**src/rtl/lu_defs.sv**
```systemverilog
// Shared opcode definitions for the bitwise logic unit and later ALU work.
package lu_defs;

  localparam int OP_W = 3;

  localparam logic [OP_W-1:0] OP_AND  = 3'b000;
  localparam logic [OP_W-1:0] OP_NAND = 3'b001;
  localparam logic [OP_W-1:0] OP_OR   = 3'b010;
  localparam logic [OP_W-1:0] OP_NOR  = 3'b011;
  localparam logic [OP_W-1:0] OP_XOR  = 3'b100;
  localparam logic [OP_W-1:0] OP_XNOR = 3'b101;
  localparam logic [OP_W-1:0] OP_NOTA = 3'b110;
  localparam logic [OP_W-1:0] OP_PASS = 3'b111;

endpackage

```
**src/rtl/lu_bitwise.sv**
```systemverilog
// Purely combinational eight-way bitwise operation select.
module lu_bitwise
  import lu_defs::*;
#(
  parameter int WIDTH = 8
) (
  output logic [WIDTH-1:0] y,
  input  logic [WIDTH-1:0] a,
  input  logic [WIDTH-1:0] b,
  input  logic [OP_W-1:0]  op
);

  always_comb begin
    y = a;
    case (op)
      OP_AND:  y = a & b;
      OP_NAND: y = ~(a & b);
      OP_OR:   y = a | b;
      OP_NOR:  y = ~(a | b);
      OP_XOR:  y = a ^ b;
      OP_XNOR: y = ~(a ^ b);
      OP_NOTA: y = ~a;
      OP_PASS: y = a;
      default: y = a;
    endcase
  end

endmodule

```
**src/rtl/logic_unit_pipe.sv**
```systemverilog
// Registered bitwise logic unit with accumulator feedback, valid/ready output
// stage and a saturating count of accepted transactions.
module logic_unit_pipe
  import lu_defs::*;
#(
  parameter int WIDTH = 8,
  parameter int CNT_W = 8
) (
  input  logic             clk,
  input  logic             reset,
  input  logic             in_valid,
  output logic             in_ready,
  input  logic [WIDTH-1:0] a,
  input  logic [WIDTH-1:0] b,
  input  logic [OP_W-1:0]  op,
  input  logic             use_acc,
  output logic             out_valid,
  input  logic             out_ready,
  output logic [WIDTH-1:0] result,
  output logic             zero,
  output logic             ones,
  output logic [CNT_W-1:0] op_count
);

  logic             out_valid_reg;
  logic [WIDTH-1:0] result_reg;
  logic             zero_reg;
  logic             ones_reg;
  logic [WIDTH-1:0] acc_reg;
  logic [CNT_W-1:0] count_reg;

  logic [WIDTH-1:0] b_eff;
  logic [WIDTH-1:0] y_next;
  logic             accept;

  assign b_eff    = use_acc ? acc_reg : b;
  assign in_ready = !out_valid_reg || out_ready;
  assign accept   = in_valid && in_ready;

  lu_bitwise #(.WIDTH(WIDTH)) u_bitwise (
    .y  (y_next),
    .a  (a),
    .b  (b_eff),
    .op (op)
  );

  // Every data register loads only on accept, so idle-cycle inputs never reach state.
  always_ff @(posedge clk) begin
    if (reset) begin
      out_valid_reg <= 1'b0;
      result_reg    <= '0;
      zero_reg      <= 1'b1;
      ones_reg      <= 1'b0;
      acc_reg       <= '0;
      count_reg     <= '0;
    end else if (accept) begin
      out_valid_reg <= 1'b1;
      result_reg    <= y_next;
      zero_reg      <= (y_next == '0);
      ones_reg      <= (y_next == '1);
      acc_reg       <= y_next;
      if (count_reg != '1) begin
        count_reg <= count_reg + CNT_W'(1);
      end
    end else if (out_ready) begin
      out_valid_reg <= 1'b0;
    end
  end

  assign out_valid = out_valid_reg;
  assign result    = result_reg;
  assign zero      = zero_reg;
  assign ones      = ones_reg;
  assign op_count  = count_reg;

endmodule

```
**config.mk**
```make
export PLATFORM = sky130hd
export DESIGN_NAME = logic_unit_pipe
export DESIGN_NICKNAME = d
export VERILOG_FILES = /design/src/rtl/lu_defs.sv /design/src/rtl/lu_bitwise.sv /design/src/rtl/logic_unit_pipe.sv
export SDC_FILE = /design/constraint.sdc
export NUM_CORES = 1
export LEC_CHECK = 0
export ABC_AREA = 0
export CORE_ASPECT_RATIO = 1.4
export CORE_MARGIN = 2
export CORE_UTILIZATION = 36
export CTS_BUF_LIST = sky130_fd_sc_hd__clkbuf_8
export DETAILED_ROUTE_END_ITERATION = 10
export MAX_ROUTING_LAYER = met4
export PLACE_DENSITY = 0.58
export SLEW_MARGIN = 10
export SYNTH_ARGS = -nofsm -noshare
export SYNTH_HDL_FRONTEND = slang
export SYNTH_SLANG_ARGS = --single-unit
export TNS_END_PERCENT = 50
```
**constraint.sdc**
```tcl
create_clock -name clk -period 3.6 [get_ports clk]
set_input_delay 0.72 -clock clk [delete_from_list [all_inputs] [get_ports clk]]
set_output_delay 0.72 -clock clk [all_outputs]
set_load 0.02 [all_outputs]
```
; Yosys cells after proc, flatten, opt, wreduce, memory -nomap -nowiden
; Cells that the tools add are included.
[op_classes]
add_sub_neg = 1
reduce_logical = 7
div = 0
n_shift = 0
mul = 0
bitwise_logic = 7
n_eq_ne = 9
n_lt_le_gt_ge = 0
mux = 4
[op_table]
columns = operator, count
row1 = $pmux 8 s8, 1
row2 = $not 8->8, 4
row3 = $eq 3x3->1 const B, 4
row4 = $add 8x1->8 const B, 1
row5 = $and 8x8->8, 1
row6 = $eq 8x8->1 const B, 1
row7 = $logic_not 8->1, 1
row8 = $mux 8, 1
row9 = $ne 8x8->1 const B, 1
row10 = $or 8x8->8, 1
row11 = $xor 8x8->8, 1
row12 = $eq 3x2->1 const B, 2
row13 = $eq 3x1->1 const B, 1
row14 = $logic_not 3->1, 1
row15 = $mux 1, 2
row16 = $reduce_and 2->1, 1
row17 = $reduce_bool 2->1, 1
row18 = $logic_and 1x1->1, 1
row19 = $logic_not 1->1, 1
row20 = $logic_or 1x1->1, 1
[word_totals]
mem_count = 0
ramBits = 0
mem_bits_ro = 0
output_inout_bits = 20
ff_bits = 19
inputBits = 24
latchBits = 0
word_cells = 33

; Longest topological paths before layout
; Gate-level depths: netlist of run 1.
[depth]
ltp_word = 5
mapped_depth = 9
depth_no_buf = 8

; Modules after synthesis
; Synthesis of run 1 repeated with hierarchy kept, for this count alone.
[hier_totals]
hier_cells = 167
hier_area_um2 = 1470.2
[by_module_without_submodules]
columns = mod, area_each_um2, cells_each, n_inst
row1 = logic_unit_pipe, 909.6, 108, 1
row2 = lu_bitwise, 560.5, 59, 1

; Worst setup path after synthesis of run 1
; OpenSTA, ideal clock, no wires.
[synth_timing]
path_type = input to register
startpoint = input use_acc
endpoint = register ones_reg, in the netlist ones
path_slack_ns = 0.802
cell_stages = 8
arrival_time_ns = 2.714
required_time_ns = 3.516
path_cell_list = clkbuf_1 -> mux2i_1 -> ha_1 -> nor2b_1 -> a2111oi_0 -> o32a_1 -> o2111ai_1 -> o31ai_2
[synth_via]
elab_chain_cells = 5
[synth_lines]
columns = element, line
row1 = from (decl), logic_unit_pipe.sv:16  ; input logic use_acc,
row2 = $mux 8 (*), logic_unit_pipe.sv:36  ; assign b_eff = use_acc ? acc_reg : b;
row3 = "$xor 8x8->8, or another cell as far along", "lu_bitwise.sv:20, lu_bitwise.sv:21"
row4 = "$not 8->8, on equally long branches", "lu_bitwise.sv:21, lu_bitwise.sv:17, lu_bitwise.sv:19"
row5 = $pmux 8 s8 (*), lu_bitwise.sv:15  ; case (op)
row6 = $eq 8x8->1 (*), logic_unit_pipe.sv:60  ; ones_reg <= (y_next == '1);
row7 = to (signal assigned), logic_unit_pipe.sv:60
row8 = to (decl), logic_unit_pipe.sv:28  ; logic ones_reg;
; Mark *: on every way between the ends. The rest lies on a longest branch, timed or not.
; A chain may end at the register's enable or synchronous reset.

; Worst setup path in the final report of run 1
; Same ends and word-level chain as after synthesis.

==> results of run 1 <==
## power by group through the flow
stage          combinational, mW  clock, mW  sequential, mW
6_report                   0.233      0.142           0.233
5_1_grt                    0.256      0.155           0.235
3_5_place_dp               0.233          0           0.238
3_3_place_gp               0.233          0           0.238
4_1_cts                    0.235      0.150           0.233
2_1_floorplan              0.134          0           0.251
## cells in the mapped netlist, types with 4 or more instances
master	number	area [µm²]
a211oi_1	5	37.5
nand3_1	9	45.0
mux2i_1	12	120
nand2b_1	9	56.3
nor2_1	17	63.8
ha_1	17	213
o21ai_0	4	20.0
xnor2_1	8	70.1
inv_1	26	97.6
nand2_1	10	37.5
nor3_1	5	25.0
buf_2	5	25.0
dfxtp_1	19	380
clkbuf_1	6	22.5
a21oi_1	7	35.0
## path summary, 6_finish.rpt
kind / start / endpoint / slack (ps)
setup / recovery: use_acc / ones / 440
hold / removal: acc_reg[7] / acc_reg[7] / 480
setup reg to reg: acc_reg[3] / ones / 1340
hold reg to reg: acc_reg[7] / acc_reg[7] / 480
## layer usage
layer  vias to the layer above  part of all wire  GRT usage
met5                         -                 0          -
met4                         0            0.0079     0.0606
met3                         4             0.035     0.0144
met2                        39              0.52      0.284
met1                       751              0.44      0.198
li1                        824                 -          -
## kinds of logic after synthesis
| logic type | share of synthesized area |
|---|---|
| buffers and inverters | 0.0870 |
| adder cells (fa/ha/maj) | 0.124 |
| XOR/XNOR | 0.0461 |
| AND/OR/NAND/NOR | 0.219 |
| AO/OA/AOI/OAI | 0.179 |
| flip-flops | 0.222 |
| multiplexers | 0.123 |
## worst max-delay path: cells and delay by family
| family | cells | cell delay [ps] |
|---|---|---|
| AOI/OAI and AO/OA | 4 | 1170 |
| buffers and inverters | 1 | 680 |
| muxes | 1 | 330 |
| adders and majority gates | 1 | 300 |
| and+or+nand+nor | 1 | 140 |
## metrics by stage
stage | hold WS, ps | setup slack (ps) | utilization | power [mW]
2_1_floorplan | 546 | 802 | - | 0.384
4_1_cts | 483 | 473 | 0.493 | 0.617
5_1_grt | 515 | 354 | 0.493 | 0.646
3_5_place_dp | 474 | 211 | 0.483 | 0.471
3_3_place_gp | 468 | 362 | 0.483 | 0.471
6_report | 478 | 437 | 0.493 | 0.608
## area by class of cell
| class | instances | area share |
|---|---|---|
| Clock inverter | 1 | 0.00166 |
| Timing Repair Buffer | 48 | 0.208 |
| Multi-Input combinational cell | 153 | 0.524 |
| Inverter | 27 | 0.0450 |
| Clock buffer | 3 | 0.0183 |
| Tap cell | 62 | 0.0344 |
| Sequential cell | 19 | 0.169 |
==> results.toml, run 1 <==
[route]
drcViolationCount = 0
wirelength_um = 4180
antenna_left = 0
viasPerCell = 5.17
wire_per_inst_um = 13.3
drt_pass1_iterations = 4
drtIter0Drc = 63
vias = 1618

[critical_path]
reg2reg_depth = 7
crit_fanout = 5
cp_slowest_stage_delay_ps = 680
endpoint_kind = "flop"
timing_worst_setup_path_type = "primary input to flop"
cp-start-kind = "primary input"
arrival_ps = 3330
cp_slowest_cell = "clkdlybuf4s50_1"
crit_path_cell_trace = "clkdlybuf4s50_1 > mux2i_1 > ha_1 > nor2b_1 > a2111oi_0 > o32a_1 > o2111ai_1 > o31ai_2"
critPathRequiredTime_ps = 3770

[sta]
slew_headroom = 0.510
period_share = 0.879
worst_pin_slew_ps = 732
rsz0062_at_grt = "false"
fin_setup_tns_ps = 0
clock-skew-final_ps = 1.15
fmax_ghz = 0.316
maxSlewViolCount = 0
final-setup-viol-count = 0
post-route-min-period_ps = 3160
finalHoldViolCount = 0

[global_route]
grt_max_degree = 21
first_global_vias = 1514
antenna_found_initial = 0
grt-ovfl-total = 0
grt_pass1_wl_um = 6820
grt_use_total = 0.163

[floorplan]
die_h_um = 85.6
start_util = 0.374
num_rows = 29
ios = 44
dieArea_um2 = 5330
die_w_um = 62.3
coreArea_um2 = 4570

[finish]
area.sequential_um2 = 380
layoutNonFillerInstCount = 313
final_area_um2 = 2250
final_nets = 293
fill_cells = 464
layout_common_cells = "clkdlybuf4s50_1, inv_1, dfxtp_1, nor2_1, ha_1"
final_common_cell = "clkdlybuf4s50_1"
multiInputGateArea_um2 = 1180
syn2layout_area_growth_pct = 31.7
antennaDiodeCount = 0
drive_above_1_share = 0.0837

[placed_design]
dp_hpwl_um = 3400
io_buffers = 43
gp_congestion = 0.820
dp.cells = 309
post_dp_cell_area_um2 = 2210

[yosys]
ys_warn_count = 0
syn_area_per_cell_um2 = 8.15
syn_nets = 251
synthCells = 210
synthDistinctLibCells = 43
synth_edf_count = 0
synthFlopType = "dfxtp_1"
syn_area_um2 = 1710
async_flop_share = 0
synth.ff_latch_count = 19
yosysSeqAreaShare = 0.222

[cts]
cts_root_buf = "clkbuf_8"
cts_tree = "built"
cts-buffers-inserted = 3
htree_levels = 1
postCtsSetupRepairBufs = 0
cts_resized = 0
cts_max_path_buffers = 2
cts_sinks = 19
cts_hold_buf = 0
clk_pin_slew_ps = 70
clock_latency_ps = 250

[flow_run]
drv_cap = 0

[power_and_ir_drop]
leakage_nw = 0.928
switchingPower_mw = 0.196
vdd_drop_max_v = 0.000197
powerDensity_nw_per_um2 = 270
clkPwrFrac = 0.234
pwr-share-comb = 0.383
switching_share = 0.323
power.share.sequential = 0.383
p_int_mw = 0.412

[min_path]
hold_depth = 2
hp-class = "flop to flop"

[status]
status = "finished, final reports clean"
Power figures use the tool's default switching activity.
==> run 2, diff against run 1 <==
Settings changed: HOLD_SLACK_MARGIN set to 0.05.
==> results of run 2 <==
Final layout, timing and power as in run 1 (identical DEF).
==> run 3, diff against run 2 <==
Settings changed: PLACE_DENSITY 0.58 to unset, PLACE_DENSITY_LB_ADDON set to 0.08.
==> run 3 against run 2 <==
Sequential power hardly changed. Utilization stayed put. Sequential cell count stayed put. Highest routed layer unchanged. Register-to-register slack better by 70 ps. Maximum frequency is 5.2% higher. Clock-buffer cell count stayed put. Total power is 0.12% higher.
==> results.toml, run 3 (synthesized netlist as in run 1, its figures left out) <==
[critical_path]
cp_slowest_cell = "clkdlybuf4s50_1"
critPathRequiredTime_ps = 3770
arrival_ps = 3180
cp-start-kind = "primary input"
timing_worst_setup_path_type = "primary input to flop"
crit_fanout = 5
endpoint_kind = "flop"
crit_path_cell_trace = "clkdlybuf4s50_1 > mux2i_1 > ha_1 > nor2b_1 > a2111oi_0 > o32a_1 > o2111ai_1 > o31ai_2"
cp_slowest_stage_delay_ps = 610

[global_route]
grt_use_total = 0.164
grt_pass1_wl_um = 6920
grt_max_degree = 21
antenna_found_initial = 0
grt-ovfl-total = 0
first_global_vias = 1515

[placed_design]
dp_hpwl_um = 3350
dp.cells = 309
gp_congestion = 0.848
io_buffers = 43
dp_slack_ps = 311

[status]
status = "finished, final reports clean"

[sta]
fin_setup_tns_ps = 0
fmax_ghz = 0.332
clock-skew-final_ps = 2.69
timing.hold.ws_ps = 477
period_share = 0.835
finalHoldViolCount = 0
worst_pin_slew_ps = 713
rsz0062_at_grt = "false"
maxSlewViolCount = 0
post-route-min-period_ps = 3010
worst_slack_ps = 592
slew_headroom = 0.522
final-setup-viol-count = 0

[flow_run]
drv_cap = 0

[route]
drt_pass1_iterations = 4
drtIter0Drc = 54
wirelength_um = 4170
viasPerCell = 5.14
antenna_left = 0
vias = 1609
drcViolationCount = 0
wire_per_inst_um = 13.3

[cts]
cts_root_buf = "clkbuf_8"
cts_hold_buf = 0
cts_sinks = 19
cts_tree = "built"
cts_resized = 0
clock_latency_ps = 250
clk_pin_slew_ps = 70
htree_levels = 1
postCtsSetupRepairBufs = 0
cts_max_path_buffers = 2
cts-buffers-inserted = 3

[floorplan]
dieArea_um2 = 5330
die_h_um = 85.6
die_w_um = 62.3
coreArea_um2 = 4570
start_util = 0.374
num_rows = 29
ios = 44

[power_and_ir_drop]
vdd_drop_max_v = 0.000185
leakage_nw = 0.928
powerDensity_nw_per_um2 = 270

[finish]
final_common_cell = "clkdlybuf4s50_1"
layoutNonFillerInstCount = 313
drive_above_1_share = 0.0837
final_nets = 293
syn2layout_area_growth_pct = 31.7
layout_common_cells = "clkdlybuf4s50_1, inv_1, dfxtp_1, nor2_1, ha_1"
final_util = 0.493
antennaDiodeCount = 0

[min_path]
hp-class = "flop to flop"
-- run 3: worst paths after layout --
| kind | to | depth (start not counted) | slack, ps | startpoint |
|---|---|---|---|---|
| max | ones | 8 | 590 | use_acc |
| min | acc_reg[7] | 2 | 480 | acc_reg[7] |
| max reg2reg | ones | 7 | 1410 | acc_reg[3] |
| min reg2reg | acc_reg[7] | 2 | 480 | acc_reg[7] |
-- run 3: worst max-delay path: cells and delay by family --
| kind | cells | cell delay (ps) |
|---|---|---|
| fa+ha+maj | 1 | 270 |
| mux | 1 | 260 |
| simple gates | 1 | 130 |
| compound gates | 4 | 1190 |
| buf+inv | 1 | 610 |
-- run 3: area by class of cell --
cell class	count	area (µm²)
Fill cell	488	2320
Sequential cell	19	380
Clock inverter	1	3.75
Multi-Input combinational cell	153	1180
Tap cell	62	77.6
Timing Repair Buffer	48	468
Inverter	27	101
Clock buffer	3	41.3
-- run 3: report_power, final --
group | switching (mW) | internal, mW | leakage [nW]
registers | 0.0111 | 0.223 | 0.156
logic | 0.118 | 0.113 | 0.745
clock network | 0.0674 | 0.0758 | 0.0269
total | 0.197 | 0.412 | 0.928
-- run 3: per-stage QoR --
stage                     instance area, µm²  total power [mW]
after floorplan                         1710             0.384
after global placement                  2210             0.472
after detailed placement                2210             0.470
after CTS                               2250             0.616
after global routing                    2250             0.648
final                                   2250             0.608
-- run 3: layer usage --
metal | track usage | vias to the layer above | part of all wire
li1 | - | 827 | -
met1 | 0.195 | 749 | 0.45
met2 | 0.287 | 29 | 0.49
met3 | 0.0157 | 4 | 0.042
met4 | 0.0626 | 0 | 0.014
met5 | - | - | 0
